==> config.mk <==
export PLATFORM = sky130hd
export DESIGN_NAME = eeprom_cmd_sequencer
export DESIGN_NICKNAME = d
export VERILOG_FILES = /design/src/rtl/eeprom_cmd_sequencer.sv
export SDC_FILE = /design/constraint.sdc
export NUM_CORES = 1
export LEC_CHECK = 0
export BUFFER_PORTS_ARGS = -buffer_cell sky130_fd_sc_hd__buf_2
export CORE_AREA = 2 2 124 126
export CTS_BUF_LIST = sky130_fd_sc_hd__clkbuf_4
export DETAILED_ROUTE_END_ITERATION = 8
export DIE_AREA = 0 0 126 128
export GPL_ROUTABILITY_DRIVEN = 0
export SETUP_SLACK_MARGIN = 0.15
export SLEW_MARGIN = 20
export SYNTH_ARGS = -nofsm -noshare
export SYNTH_HDL_FRONTEND = slang
export SYNTH_SLANG_ARGS = --single-unit
==> constraint.sdc <==
create_clock -name clk -period 2.9 [get_ports clk]
set_clock_uncertainty 0.2 [all_clocks]
set_input_delay 0.58 -clock clk [delete_from_list [all_inputs] [get_ports clk]]
set_output_delay 0.58 -clock clk [all_outputs]
set_load 0.02 [all_outputs]
==> src/rtl/eeprom_cmd_sequencer.sv <==
`default_nettype none
// ============================================================================
//  Module      : eeprom_cmd_sequencer
//  Description : Turns one host request (READ / WRITE / ERASE at a 6-bit
//                address) into the AT93C46D engine transactions it needs:
//                EWEN -> op -> program wait -> EWDS for WRITE/ERASE, a single
//                READ for reads. Tracks engine completion from spi_cs and
//                returns read data and status to the host.
//  Ports       :
//    clk, rst            - clock, synchronous active-high reset
//    req/op/addr/wdata   - host request (sampled only when ready)
//    ready/done/err      - host handshake and status (done is a 1-cycle pulse)
//    rdata               - read data, updated only on a successful READ
//    spi_cmd/spi_data_in - engine command {opcode, address} and write data
//    spi_start           - engine start (single-cycle pulse)
//    spi_cs/spi_data_out - engine busy indication and read data
//  Revision    : 1.0 - initial release
// ============================================================================
module eeprom_cmd_sequencer #(
    parameter int GAP_CYCLES     = 64,
    parameter int PROG_CYCLES    = 1250000,
    parameter int TIMEOUT_CYCLES = 65536
) (
    input  logic        clk,
    input  logic        rst,
    input  logic        req,
    input  logic [1:0]  op,
    input  logic [5:0]  addr,
    input  logic [15:0] wdata,
    output logic        ready,
    output logic        done,
    output logic        err,
    output logic [15:0] rdata,
    output logic [7:0]  spi_cmd,
    output logic [15:0] spi_data_in,
    output logic        spi_start,
    input  logic        spi_cs,
    input  logic [15:0] spi_data_out
);

    // One counter serves GAP, PROG_WAIT and the transfer timeout; they are
    // never active at the same time, so it is sized for the largest.
    localparam int c_MAX_GP  = (GAP_CYCLES > PROG_CYCLES) ? GAP_CYCLES : PROG_CYCLES;
    localparam int c_MAX_ALL = (c_MAX_GP > TIMEOUT_CYCLES) ? c_MAX_GP : TIMEOUT_CYCLES;
    localparam int c_CNT_W   = ($clog2(c_MAX_ALL + 1) < 1) ? 1 : $clog2(c_MAX_ALL + 1);

    // Terminal counts; a zero parameter still gives a one-cycle state.
    localparam logic [c_CNT_W-1:0] c_GAP_LAST  = c_CNT_W'((GAP_CYCLES     == 0) ? 0 : GAP_CYCLES - 1);
    localparam logic [c_CNT_W-1:0] c_PROG_LAST = c_CNT_W'((PROG_CYCLES    == 0) ? 0 : PROG_CYCLES - 1);
    localparam logic [c_CNT_W-1:0] c_TO_LAST   = c_CNT_W'((TIMEOUT_CYCLES == 0) ? 0 : TIMEOUT_CYCLES - 1);

    localparam logic [1:0] c_OP_RSVD  = 2'b00;
    localparam logic [1:0] c_OP_WRITE = 2'b01;
    localparam logic [1:0] c_OP_READ  = 2'b10;
    localparam logic [7:0] c_CMD_EWEN = 8'b0011_0000;
    localparam logic [7:0] c_CMD_EWDS = 8'b0000_0000;

    typedef enum logic [2:0] {
        S_IDLE      = 3'd0,
        S_EWEN_X    = 3'd1,
        S_OP_X      = 3'd2,
        S_PROG_WAIT = 3'd3,
        S_EWDS_X    = 3'd4,
        S_DONE      = 3'd5
    } state_t;

    typedef enum logic [2:0] {
        X_SETUP   = 3'd0,
        X_ISSUE   = 3'd1,
        X_WAIT_HI = 3'd2,
        X_WAIT_LO = 3'd3,
        X_GAP     = 3'd4
    } xfer_t;

    state_t               r_state;
    xfer_t                r_xfer;
    logic [c_CNT_W-1:0]   r_cnt;
    logic [1:0]           r_op;
    logic [5:0]           r_addr;
    logic [15:0]          r_wdata;
    logic                 r_ready;
    logic                 r_done;
    logic                 r_err;
    logic [15:0]          r_rdata;
    logic [7:0]           r_spi_cmd;
    logic [15:0]          r_spi_din;
    logic                 r_spi_start;

    logic [7:0]           w_cmd;
    logic [15:0]          w_din;
    state_t               w_after;
    state_t               w_abort;

    // Command/data for the transfer owned by the current top-level state,
    // the state that follows a clean transfer, and the state after a timeout.
    always_comb begin
        w_cmd   = c_CMD_EWDS;
        w_din   = 16'h0000;
        w_after = S_DONE;
        w_abort = S_DONE;
        case (r_state)
            S_EWEN_X: begin
                w_cmd   = c_CMD_EWEN;
                w_after = S_OP_X;
            end
            S_OP_X: begin
                w_cmd   = {r_op, r_addr};
                if (r_op == c_OP_WRITE) begin
                    w_din = r_wdata;
                end
                w_after = (r_op == c_OP_READ) ? S_DONE : S_PROG_WAIT;
            end
            default: ;
        endcase
        // Write enable may have been left on: always try to close with EWDS.
        if ((r_op != c_OP_READ) && (r_state != S_EWDS_X)) begin
            w_abort = S_EWDS_X;
        end
    end

    always_ff @(posedge clk) begin
        if (rst) begin
            r_state     <= S_IDLE;
            r_xfer      <= X_SETUP;
            r_cnt       <= '0;
            r_op        <= 2'b00;
            r_addr      <= 6'h00;
            r_wdata     <= 16'h0000;
            r_ready     <= 1'b1;
            r_done      <= 1'b0;
            r_err       <= 1'b0;
            r_rdata     <= 16'h0000;
            r_spi_cmd   <= 8'h00;
            r_spi_din   <= 16'h0000;
            r_spi_start <= 1'b0;
        end else begin
            r_spi_start <= 1'b0;
            r_done      <= 1'b0;
            case (r_state)
                S_IDLE: begin
                    if (req && r_ready) begin
                        r_op    <= op;
                        r_addr  <= addr;
                        r_wdata <= wdata;
                        r_ready <= 1'b0;
                        r_err   <= 1'b0;
                        r_cnt   <= '0;
                        r_xfer  <= X_SETUP;
                        if (op == c_OP_RSVD) begin
                            r_state <= S_DONE;
                            r_done  <= 1'b1;
                            r_err   <= 1'b1;
                        end else if (op == c_OP_READ) begin
                            r_state <= S_OP_X;
                        end else begin
                            r_state <= S_EWEN_X;
                        end
                    end
                end

                S_EWEN_X, S_OP_X, S_EWDS_X: begin
                    case (r_xfer)
                        X_SETUP: begin
                            r_spi_cmd <= w_cmd;
                            r_spi_din <= w_din;
                            r_cnt     <= '0;
                            r_xfer    <= X_ISSUE;
                        end
                        X_ISSUE: begin
                            // Hold off the start edge while the engine is
                            // still selected (only possible after a timeout).
                            if (!spi_cs) begin
                                r_spi_start <= 1'b1;
                                r_xfer      <= X_WAIT_HI;
                            end else if (r_cnt >= c_TO_LAST) begin
                                r_err   <= 1'b1;
                                r_cnt   <= '0;
                                r_xfer  <= X_SETUP;
                                r_state <= w_abort;
                                r_done  <= (w_abort == S_DONE);
                            end else begin
                                r_cnt <= r_cnt + 1'b1;
                            end
                        end
                        X_WAIT_HI, X_WAIT_LO: begin
                            // The timeout counter runs across both phases.
                            if ((r_xfer == X_WAIT_HI) && spi_cs) begin
                                r_cnt  <= r_cnt + 1'b1;
                                r_xfer <= X_WAIT_LO;
                            end else if ((r_xfer == X_WAIT_LO) && !spi_cs) begin
                                if ((r_state == S_OP_X) && (r_op == c_OP_READ)) begin
                                    r_rdata <= spi_data_out;
                                end
                                r_cnt  <= '0;
                                r_xfer <= X_GAP;
                            end else if (r_cnt >= c_TO_LAST) begin
                                r_err   <= 1'b1;
                                r_cnt   <= '0;
                                r_xfer  <= X_SETUP;
                                r_state <= w_abort;
                                r_done  <= (w_abort == S_DONE);
                            end else begin
                                r_cnt <= r_cnt + 1'b1;
                            end
                        end
                        X_GAP: begin
                            if (r_cnt >= c_GAP_LAST) begin
                                r_cnt   <= '0;
                                r_xfer  <= X_SETUP;
                                r_state <= w_after;
                                r_done  <= (w_after == S_DONE);
                            end else begin
                                r_cnt <= r_cnt + 1'b1;
                            end
                        end
                        default: r_xfer <= X_SETUP;
                    endcase
                end

                S_PROG_WAIT: begin
                    if (r_cnt >= c_PROG_LAST) begin
                        r_cnt   <= '0;
                        r_xfer  <= X_SETUP;
                        r_state <= S_EWDS_X;
                    end else begin
                        r_cnt <= r_cnt + 1'b1;
                    end
                end

                S_DONE: begin
                    r_ready <= 1'b1;
                    r_state <= S_IDLE;
                end

                default: begin
                    r_state <= S_IDLE;
                    r_ready <= 1'b1;
                end
            endcase
        end
    end

    assign ready       = r_ready;
    assign done        = r_done;
    assign err         = r_err;
    assign rdata       = r_rdata;
    assign spi_cmd     = r_spi_cmd;
    assign spi_data_in = r_spi_din;
    assign spi_start   = r_spi_start;

endmodule
`default_nettype wire

# After elaboration in Yosys (flattened, before gate mapping)
# Cells that the tools add are included.
word_totals:
  out_inout_bits: 44
  romBits: 0
  ramBits: 0
  memories: 0
  register_bits: 95
  wordCells: 122
  latch_bits: 0
classes:
  n_bitwise: 4
  reduce_logical: 23
  n_eq_ne: 24
  multipliers: 0
  n_div: 0
  order_cmp: 3
  shift: 0
  add_sub_neg: 1
  mux: 54
ops:
  columns: ["operator", "n"]
  rows:
  - ["$mux W21", 7]
  - ["$pmux W21 S4", 1]
  - ["$pmux W21 S3", 1]
  - ["$mux W3", 16]
  - ["$mux W16", 2]
  - ["$pmux W3 S3", 3]
  - ["$add A21 B1 Y21 const B", 1]
  - ["$ge A21 B16 Y1 const B", 1]
  - ["$ge A21 B21 Y1 const B", 1]
  - ["$ge A21 B6 Y1 const B", 1]
  - ["$pmux W8 S2", 1]
  - ["$mux W1", 15]
  - ["$ne A3 B3 Y1 const B", 5]
  - ["$eq A3 B2 Y1 const B", 4]
  - ["$eq A3 B3 Y1 const B", 4]
  - ["$pmux W3 S4", 1]
  - ["$pmux W1 S2", 4]
  - ["$reduce_and A4 Y1", 2]
  - ["$reduce_and A7 Y1", 1]
  - ["$eq A3 B1 Y1 const B", 2]
  - ["$logic_not A3 Y1", 2]
  - ["$ne A2 B2 Y1 const B", 3]
  - ["$pmux W3 S2", 1]
  - ["$reduce_and A2 Y1", 3]
  - ["other kinds (18)", 27]

# Depth between registers and ports, before layout
# Gate-level depths: netlist of run 1.
logic_depth:
  depth_word: 9
  depth_mapped: 10
  depth_no_buf: 8

# Worst setup path after synthesis of run 1
# OpenSTA, ideal clock, no wires.
synth_path:
  path_kind: "reg-to-reg"
  from: "register r_cnt[0]"
  to: "register r_state[2]"
  path_stages_with_launch: 9
  arrival_time_ns: 2.107
  required_ns: 2.630
  path_buffers: 0
  slack_ns: 0.522
  path_cell_list: "dfxtp_1 ha_1 nand3_1 a21oi_2 a21oi_2 nor3_4 o211ai_2 or4b_1 a21oi_1"
synth_between:
  elab_chain_cells: 6
  elab_cells_between_ends: 12
synth_lines:
  columns: ["element", "line", "source"]
  rows:
  - ["start, declared", "77", "logic [c_CNT_W-1:0] r_cnt;"]
  - ["start signal, assigned", "182", "r_cnt <= r_cnt + 1'b1;"]
  - ["start signal, assigned", "188", "r_cnt <= r_cnt + 1'b1;"]
  - ["start signal, assigned", "203", "r_cnt <= r_cnt + 1'b1;"]
  - ["$ge A21 B16 Y1", "175, 196", null]
  - ["$mux W3 (3 in a row)", null, null]
  - ["$pmux W3 S3 (2 in a row)", null, null]
  - ["end signal, assigned", "179", "r_state <= w_abort;"]
  - ["end signal, assigned", "200", "r_state <= w_abort;"]
  - ["end signal, assigned", "210", "r_state <= w_after;"]
  - ["end, declared", "75", "state_t r_state;"]
# Several ways; a longest one is shown, not always the timed one. The select of a mux whose other input is x is not followed.
# A chain may end at the register's enable or synchronous reset.

# Worst setup path after layout of run 1
layout_path:
  from: "register r_cnt[1]"
  to: "register r_state[2]"
# The elaborated chain is that of the path after synthesis.

==> results of run 1 <==
[synth_stat cells, types with 5 or more instances]
library cell,n
a211oi_1,7
a21oi_1,62
a221o_1,6
and3_1,6
buf_2,9
clkbuf_1,26
dfxtp_1,95
inv_1,8
mux2i_1,25
nand2_1,112
nand2b_1,8
nand3_1,46
nand4_1,7
nor2_1,52
nor2b_1,5
nor3_1,11
nor4_1,5
o21ai_0,7
[how the worst max path moves through the flow]
stage | endpoint | slack [ns]
after floorplan | r_state[2] | 0.52
after global placement | err | 0.30
after detailed placement | r_state[2] | 0.27
after CTS | r_state[2] | 0.25
after global routing | r_state[2] | 0.15
final | r_state[2] | 0.33
[worst min-delay path, delay by kind of cell]
kind,cells,cell delay [ns]
buffers and inverters,1,0.10
and+or+nand+nor,1,0.05
AOI/OAI and AO/OA,1,0.05
[cell families (layout without fill, tap and decap cells)]
logic type / count (synthesis) / after routing / synth area share, %
AOI/OAI and AO/OA: 109 / 109 / 15.9
xor gates and xnor gates: 3 / 3 / 0.603
adders and majority gates: 3 / 3 / 0.747
buffers and inverters: 47 / 128 / 4.68
DFF: 95 / 95 / 43.7
muxes: 25 / 25 / 5.75
other: 0 / 1 / 0
and+or+nand+nor: 269 / 269 / 28.6
[state kept, by name, indices dropped and copies added (netlist names), 2 cells and up]
name,flops
rdata,16
r_wdata,16
r_cnt,21
spi_data_in,16
spi_cmd,8
r_state,3
r_xfer,3
r_addr,6
r_op,2
[power breakdown]
group / leakage (nW) / switching [W] / internal (W) / total [W]
logic: 1.34 / 0.000670 / 0.000349 / 0.00102
clock network: 0.0732 / 0.000493 / 0.000196 / 0.000689
registers: 0.770 / 0.0000836 / 0.00142 / 0.00150
total: 2.18 / 0.00125 / 0.00196 / 0.00321
[area by class of cell]
class                      instances  area share [%]
antenna                            1          0.0486
tap                              188            4.57
timing repair buffer             104            11.2
inverter                           8           0.583
clock inverter                     7            1.29
sequential                        95            37.0
clock buffer                       9            1.31
multi-input combinational        409            44.1
[layer usage]
layer	vias up	wire length [microns]	global-route usage (%)	part of all wire, %
li1	2067	-	-	-
met1	1833	5060	18.4	48
met2	81	4840	20.5	46
met3	14	449	2.46	4.3
met4	0	171	4.72	1.6
met5	-	0	0	0
[timing repair]
| item | in CTS | in global routing |
|---|---|---|
| resized for setup | 0 | 3 |
| setup buffers | 0 | 1 |
| setup endpoints to repair | 0 | 7 |
[stage by stage]
step           util [%]  setup WS [ns]
2_1_floorplan         -          0.522
3_5_place_dp       33.6          0.274
5_1_grt            34.6          0.153
6_report           34.6          0.328
4_1_cts            34.5          0.246
3_3_place_gp       33.6          0.302
==> summary.md, run 1 <==
| Metric | Value |
|---|---|
| TritonCTS clock tree | `yes` |
| Worst Tran Pin Value | `between 0.5 and 0.6 ns` |
| Core Region | `14900 sq um` |
| Dpl cell area | `around 5000 sq um` |
| Critical path's slowest cell | `or4b_1` |
| Sequential area share after synthesis | `around 44%` |
| WP data arrival | `2.76 ns` |
| Async set or reset register ratio after synthesis | `0%` |
| Initial DRT Pass Iterations | `4` |
| Final setup fails | `0` |
| R2R Setup Slk | `between 0.3 and 0.4 ns` |
| # DRC | `0` |
| CTS clock-pin slew for the worst setup and hold paths | `0.18 ns` |
| Synthesized area per cell | `around 8 sq um` |
| Largest cells by area after synthesis | `dfxtp_1 (44%), nand2_1 (9.7%), a21oi_1 (7.1%)` |
| Worst r2r src | `r_cnt[1]` |
| Mapped Area | `4360 sq um` |
| #FFs+latches synth | `95` |
| Global-route wire length before repair | `17500 microns` |
| Multi-input combinational cell area | `~2300 sq um` |
| Most frequent cells in the layout | `nand2_1 (112), dfxtp_1 (94), buf_2 (87), a21oi_1 (62), nor2_1 (52)` |
| Worst Setup SP | `r_cnt[1]` |
| Placed Cells | `~800` |
| Leak | `~2.2 nW` |
| Largest net degree at the start of global routing | `40` |
| CP top delay family | `simple AND/OR/NAND/NOR gates` |
| Clock buffer depth | `2` |
| Final TNS setup | `0 ns` |
| Wire per inst | `12.8 microns` |
| Status | `finished, final reports clean` |
| F_max | `around 0.4 GHz` |
| Fin. Hold Viols | `0` |
| Vias per cell | `about 4.9` |
| Reg2reg path depth | `8` |
| Pwr Total | `0.00321 W` |
| Reg area | `around 1900 sq um` |
| Crit-path cells | `ha_2 > nand3_1 > a21oi_4 > a21oi_2 > nor3_4 > o211ai_2 > or4b_1 > a21oi_1` |
| WP depth | `8` |
| Die X | `between 100 and 150 microns` |
| RSZ-0062 raised after global routing | `false` |
| Antenna violations before repair | `1` |
| Hold depth | `3` |
| Minimum clock period | `~2.6 ns` |
| Die height | `around 130 microns` |
| Num CTS Buffers | `9` |
| CP peak stage delay | `between 0.5 and 0.6 ns` |
| Synth Warn # | `0` |
| Share of cells above drive strength 1 | `~22%` |
| Vias in the first global route | `3596` |
| Total die area | `16100 sq um` |
| Post-synth top area share | `roughly 44%` |
| Remaining global-route overflow | `0` |
| Post-synth top flop | `dfxtp_1` |
| Worst r2r dst | `r_state[2]` |
| H-Tree Depth | `3` |
| Peak supply drop | `0.358 mV` |
| Dpl hpwl | `7240 microns` |
| Max FO, Critical Path | `5` |
| Worst hold path class | `in -> reg` |
| FILL cells | `about 1.7k` |
| Syn_nets | `about 600` |
| Hold Buf Count CTS | `0` |
| Max-slew headroom | `between 60% and 70%` |
| Layout net count | `672` |
| Hold wc startpoint | `wdata[10]` |
| GRT Util Overall | `between 10% and 20%` |
| DR iter-0 viols | `between 200 and 250` |
| Final critical-path share of the clock period | `88.7%` |
| Yosys top cell by area | `dfxtp_1` |
| Hold Path Sink | `r_wdata[10]` |
| Via Count | `about 4.0k` |
| Startpoint Class | `register` |
| Num rows | `between 40 and 50` |
| Final wirelength | `between 10000 and 15000 microns` |
| Clk_lat worst skew | `around 0.45 ns` |
| CTS Root Cell | `clkbuf_4` |
| Initial Util | `a little under 30%` |
| WS Path Type | `reg -> reg` |
| Crit path capture type | `register` |
| Area Growth Syn to Fin | `18.2%` |
| Commonest non-fill, non-tap cell in the layout | `nand2_1` |
| Synth Instances | `about 550` |
| Final Max Slew Viols | `0` |
| Post-synth EDFFs | `0` |
| IO Count | `88` |
| Detail Route Antenna Nets | `0` |
| Worst hold slack | `0.126 ns` |
| Port Buffers | `87` |
| Clk sinks | `95` |
| Final Cell Area | `between 5000 and 6000 sq um` |
| Pwr/cell area | `approximately 620 nW/um^2` |
| CP bufs+invs | `0` |
| Post-Layout Cell Count | `821` |
| Maxcap violations | `0` |
| Req. time, crit path | `3.09 ns` |
| Synth unique cells | `50` |
No activity file was read; power rests on OpenSTA's default activity.
==> run 2, diff against run 1 <==
--- a/config.mk
+++ b/config.mk
@@ -11,6 +11,7 @@
 export DETAILED_ROUTE_END_ITERATION = 8
 export DIE_AREA = 0 0 126 128
 export GPL_ROUTABILITY_DRIVEN = 0
+export RECOVER_POWER = 100
 export SETUP_SLACK_MARGIN = 0.15
 export SLEW_MARGIN = 20
 export SYNTH_ARGS = -nofsm -noshare
==> summary.md, run 2 (synthesized netlist as in run 1, its figures left out) <==
| Metric | Value |
|---|---|
| Status | `finished, final reports clean` |
| Layout net count | `between 600 and 700` |
| Via Count | `about 4.0k` |
| Startpoint Class | `register` |
| Clock buffer depth | `2` |
| Clk_lat worst skew | `around 0.45 ns` |
| Commonest non-fill, non-tap cell in the layout | `nand2_1` |
| F_max | `approximately 0.38 GHz` |
| Critical path's slowest cell | `nor3_1` |
| Num CTS Buffers | `9` |
| Port Buffers | `87` |
| Largest net degree at the start of global routing | `40` |
| Crit path capture type | `register` |
| Worst Tran Pin Value | `0.581 ns` |
| Area Growth Syn to Fin | `16.1%` |
| Die X | `~130 microns` |
| Most frequent cells in the layout | `nand2_1 (112), dfxtp_1 (94), a21oi_1 (62), nor2_1 (53)` |
| H-Tree Depth | `3` |
| WP data arrival | `2.79 ns` |
| Minimum clock period | `2.66 ns` |
| Final wirelength | `approximately 11000 microns` |
| Initial DRT Pass Iterations | `5` |
| Peak supply drop | `approximately 0.34 mV` |
| Max-slew headroom | `between 60% and 70%` |
| Remaining global-route overflow | `0` |
| Clk sinks | `95` |
| Final TNS setup | `0 ns` |
| CP peak stage delay | `around 0.52 ns` |
| Cell mode on critical path | `a221o_1` |
| Die height | `about 130 microns` |
| TritonCTS clock tree | `yes` |
| WS Path Type | `reg -> reg` |
| Total die area | `roughly 16000 sq um` |
| Detail Route Antenna Nets | `0` |
| Final critical-path share of the clock period | `about nine tenths` |
| FILL cells | `1687` |
| GRT Util Overall | `13.2%` |
| Crit-path cells | `clkbuf_1 > nor3_1 > nor2b_1 > a221o_1 > nor2_2 > buf_2 > a221o_1` |
| Initial Util | `29.3%` |
| Leak | `roughly 2.0 nW` |
| Final setup fails | `0` |
| Vias in the first global route | `3596` |
| Worst slack, placed | `0.274 ns` |
| CTS clock-pin slew for the worst setup and hold paths | `0.18 ns` |
| RSZ-0062 raised after global routing | `false` |
| Dpl hpwl | `~7200 microns` |
| Fin. Hold Viols | `0` |
| Final Max Slew Viols | `0` |
| IO Count | `just under 90` |
| Vias per cell | `between 4 and 5` |
| Top reg by flops | `r_cnt` |
| PnR worst setup slack | `~0.24 ns` |
| Wire per inst | `12.9 microns` |
| CTS Root Cell | `clkbuf_4` |
| Largest register FFs | `21` |
| Req. time, crit path | `about 3.0 ns` |
| Num rows | `45` |
| DR iter-0 viols | `~240` |
| Worst hold path class | `in -> reg` |
| WL met2 | `approximately 5000 microns` |
| Antenna violations before repair | `1` |
| Global-route wire length before repair | `roughly 17000 microns` |
| Met1 wire length | `5130 microns` |
| Maxcap violations | `0` |
| Met3 WL | `409 microns` |
| Pwr/cell area | `about 630 nW/um^2` |
| Core Region | `around 15000 sq um` |
| Max FO, Critical Path | `19` |
| # DRC | `0` |
| Highest metal used | `met4` |
| Share of cells above drive strength 1 | `between 10% and 20%` |
## run 2: per-layer routing
metal  track usage [%]  vias to the layer above
li1                  -                     2070
met5                 0                        -
met2              20.5                       77
met4              4.72                        0
met3              2.46                        8
met1              18.4                     1846
## run 2: what timing repair did
item	in CTS	in global routing
buffers inserted	0	1
endpoints found under the hold margin	0	0
hold buffers	0	0
setup endpoints to repair	0	7
resized for setup	0	3
## run 2: cell type report
cell class                 count  area (sq um)  area share (%)
antenna                        1          2.50          0.0495
clock buffer                   9          67.6            1.34
clock inverter                 7          66.3            1.31
inverter                       8          30.0           0.594
multi-input combinational    409          2250            44.5
sequential                    95          1900            37.6
tap                          188           235            4.65
timing repair buffer         104           503            9.95
## run 2: worst max-delay path, delay by kind of cell, from the launching register on
family | cells | cell delay [ns]
simple gates | 3 | 0.85
flops | 1 | 0.41
buf+inv | 2 | 0.49
compound gates | 2 | 0.60
## run 2: worst paths after layout
kind	start	end	slack, ns	cells after the start
setup / recovery	r_state[0]	r_cnt[9]	0.24	7
hold / removal	wdata[10]	r_wdata[10]	0.13	3
setup reg to reg	r_state[0]	r_cnt[9]	0.24	7
hold reg to reg	r_wdata[14]	spi_data_in[14]	0.26	2
## run 2: metrics by stage
step	util, %	cell area (sq um)	hold WS, ns	instances	power (W)
after global placement	33.6	4990	0.237	803	0.00256
after CTS	34.5	5130	0.0992	819	0.00325
final	34.0	5060	0.130	821	0.00319
after detailed placement	33.6	4990	0.241	803	0.00255
after floorplan	-	4360	0.237	551	0.00225
after global routing	34.0	5060	0.0885	821	0.00342
## run 2: report_power, final
group,total [W],switching [W],internal [W]
sequential,0.00150,0.0000846,0.00142
clock,0.000690,0.000493,0.000196
combinational,0.000993,0.000668,0.000326
==> run 3, diff against run 2 <==
==> constraint.sdc (replaced) <==
create_clock -name clk -period 2.69 [get_ports clk]
set_clock_uncertainty 0.2 [all_clocks]
set_input_delay 0.538 -clock clk [delete_from_list [all_inputs] [get_ports clk]]
set_output_delay 0.538 -clock clk [all_outputs]
set_load 0.02 [all_outputs]
==> summary.md, run 3 (synthesized netlist as in run 1, its figures left out) <==
| Metric | Value |
|---|---|
| PnR worst setup slack | `0.241 ns` |
| Worst Tran Pin Value | `around 0.57 ns` |
| Total die area | `between 15000 and 20000 sq um` |
| CTS Root Cell | `clkbuf_4` |
| Clk sinks | `95` |
| Dpl hpwl | `between 7000 and 8000 microns` |
| Final critical-path share of the clock period | `91.1%` |
| Maxcap violations | `0` |
| GRT Max-Usage Layer | `met2` |
| GRT Util Overall | `between 10% and 20%` |
| Worst hold slack | `approximately 0.066 ns` |
| Worst slack, placed | `0.182 ns` |
| IO Count | `between 80 and 90` |
| Final wirelength | `10600 microns` |
| Post-Layout Cell Count | `around 830` |
| Leak | `around 2 nW` |
| Commonest non-fill, non-tap cell in the layout | `nand2_1` |
| Clock buffer depth | `2` |
| Hold Buf Count CTS | `0` |
| Core Region | `roughly 15000 sq um` |
| DR iter-0 viols | `around 270` |
| Initial Util | `around 30%` |
| Share of cells above drive strength 1 | `~16%` |
| Critical path's slowest cell | `dfxtp_1` |
| Detail Route Antenna Nets | `0` |
| Clk_lat worst skew | `approximately 0.48 ns` |
| Remaining global-route overflow | `0` |
| Worst hold path class | `in -> reg` |
| Via Count | `4064` |
| Die X | `about 130 microns` |
| Fin. Hold Viols | `0` |
| Final Max Slew Viols | `0` |
| Largest register FFs | `21` |
| Layout net count | `approximately 690` |
| CP bufs+invs | `0` |
| Peak supply drop | `between 0.4 and 0.5 mV` |
| Met2 GRT Util | `roughly a fifth` |
| Cell mode on critical path | `nor2_1` |
| Met3 Usage GRT | `2.50%` |
| Pwr/cell area | `between 600 and 700 nW/um^2` |
| Num rows | `45` |
| Wire per inst | `12.7 microns` |
| F_max | `0.408 GHz` |
| Vias in the first global route | `around 3.7k` |
| Final TNS setup | `0 ns` |
| Crit-path cells | `nor2_1 > nor2_1 > a211oi_1 > a22oi_1 > o211ai_1 > or4b_1 > a21oi_1` |
| Max-slew headroom | `61.9%` |
| WP data arrival | `2.66 ns` |
| Req. time, crit path | `2.90 ns` |
| Global-route wire length before repair | `17900 microns` |
| Initial DRT Pass Iterations | `5` |
| RSZ-0062 raised after global routing | `true` |
| Pwr Total | `between 0.003 and 0.004 W` |
| CTS clock-pin slew for the worst setup and hold paths | `between 0.15 and 0.2 ns` |
| Antenna violations before repair | `1` |
| Placed Cells | `a little over 800` |
| Vias per cell | `around 4.9` |
| Die height | `128 microns` |
| Most frequent cells in the layout | `nand2_1 (112), dfxtp_1 (89), a21oi_1 (62), nor2_1 (53)` |
| Area Growth Syn to Fin | `19.2%` |
| FILL cells | `around 1.6k` |
| Startpoint Class | `register` |
| Status | `finished, final reports clean` |
| WS Path Type | `reg -> reg` |
| TritonCTS clock tree | `yes` |
| GR Layer Usage met1 | `a little under a fifth` |
| Port Buffers | `between 80 and 90` |
| Max FO, Critical Path | `9` |
| Crit path capture type | `register` |
| H-Tree Depth | `3` |
| CP peak stage delay | `~0.54 ns` |
| CP top delay family | `simple AND/OR/NAND/NOR gates` |
| Top reg by flops | `r_cnt` |
| Largest net degree at the start of global routing | `33` |
| # DRC | `0` |
| Final setup fails | `0` |
| Minimum clock period | `~2.4 ns` |
| Num CTS Buffers | `9` |
[run 3: cell count changes in the layout (fill, tap and decap cells not counted), sizes merged]
cell	previous run	this run
clkbuf	59	58
clkinvlp	0	2
clkinv	4	1
buf	54	69
[run 3: power by group]
part / switching [W] / internal [W]
registers: 0.0000951 / 0.00153
clock network: 0.000522 / 0.000215
logic: 0.000722 / 0.000434
total: 0.00134 / 0.00218
[run 3: worst reg2reg max path, stage by stage, from the launching register on]
cell      delay [ns]
dfxtp_1         0.54
nor2_1          0.14
nor2_1          0.30
a211oi_1        0.16
a22oi_1         0.23
o211ai_1        0.16
or4b_1          0.53
a21oi_1         0.14
[run 3: per-layer routing]
layer | vias to the layer above | part of all wire [%]
met1 | 1868 | 49
met3 | 15 | 4.0
li1 | 2093 | -
met5 | - | 0
met2 | 88 | 44
met4 | 0 | 2.2
[run 3: what timing repair did]
action | CTS | global route
setup endpoints to repair | 0 | 15
resized for setup | 0 | 10
hold endpoints to repair | 0 | 0
buffers inserted | 0 | 3
[run 3: layout make-up]
cell class | instances | area, sq um | area share [%]
Sequential cell | 95 | 1910 | 36.8
Inverter | 8 | 30.0 | 0.579
Clock buffer | 10 | 75.1 | 1.45
Clock inverter | 6 | 52.6 | 1.01
Multi-Input combinational cell | 409 | 2250 | 43.3
Timing Repair Buffer | 117 | 633 | 12.2
Tap cell | 188 | 235 | 4.53
Antenna cell | 1 | 2.50 | 0.0482
[run 3: worst paths after layout]
path | from | to | slack [ns] | cells after the start
setup / recovery | r_state[0] | r_state[2] | 0.24 | 7
hold reg to reg | spi_data_in[12] | spi_data_in[12] | 0.26 | 2
setup reg to reg | r_state[0] | r_state[2] | 0.24 | 7
hold / removal | wdata[8] | r_wdata[8] | 0.07 | 3
[run 3: per-stage QoR]
stage | util (%) | area, sq um
after floorplan | - | 4360
after global placement | 34.3 | 5100
after detailed placement | 34.3 | 5100
after CTS | 35.2 | 5230
after global routing | 34.9 | 5190
final | 34.9 | 5190
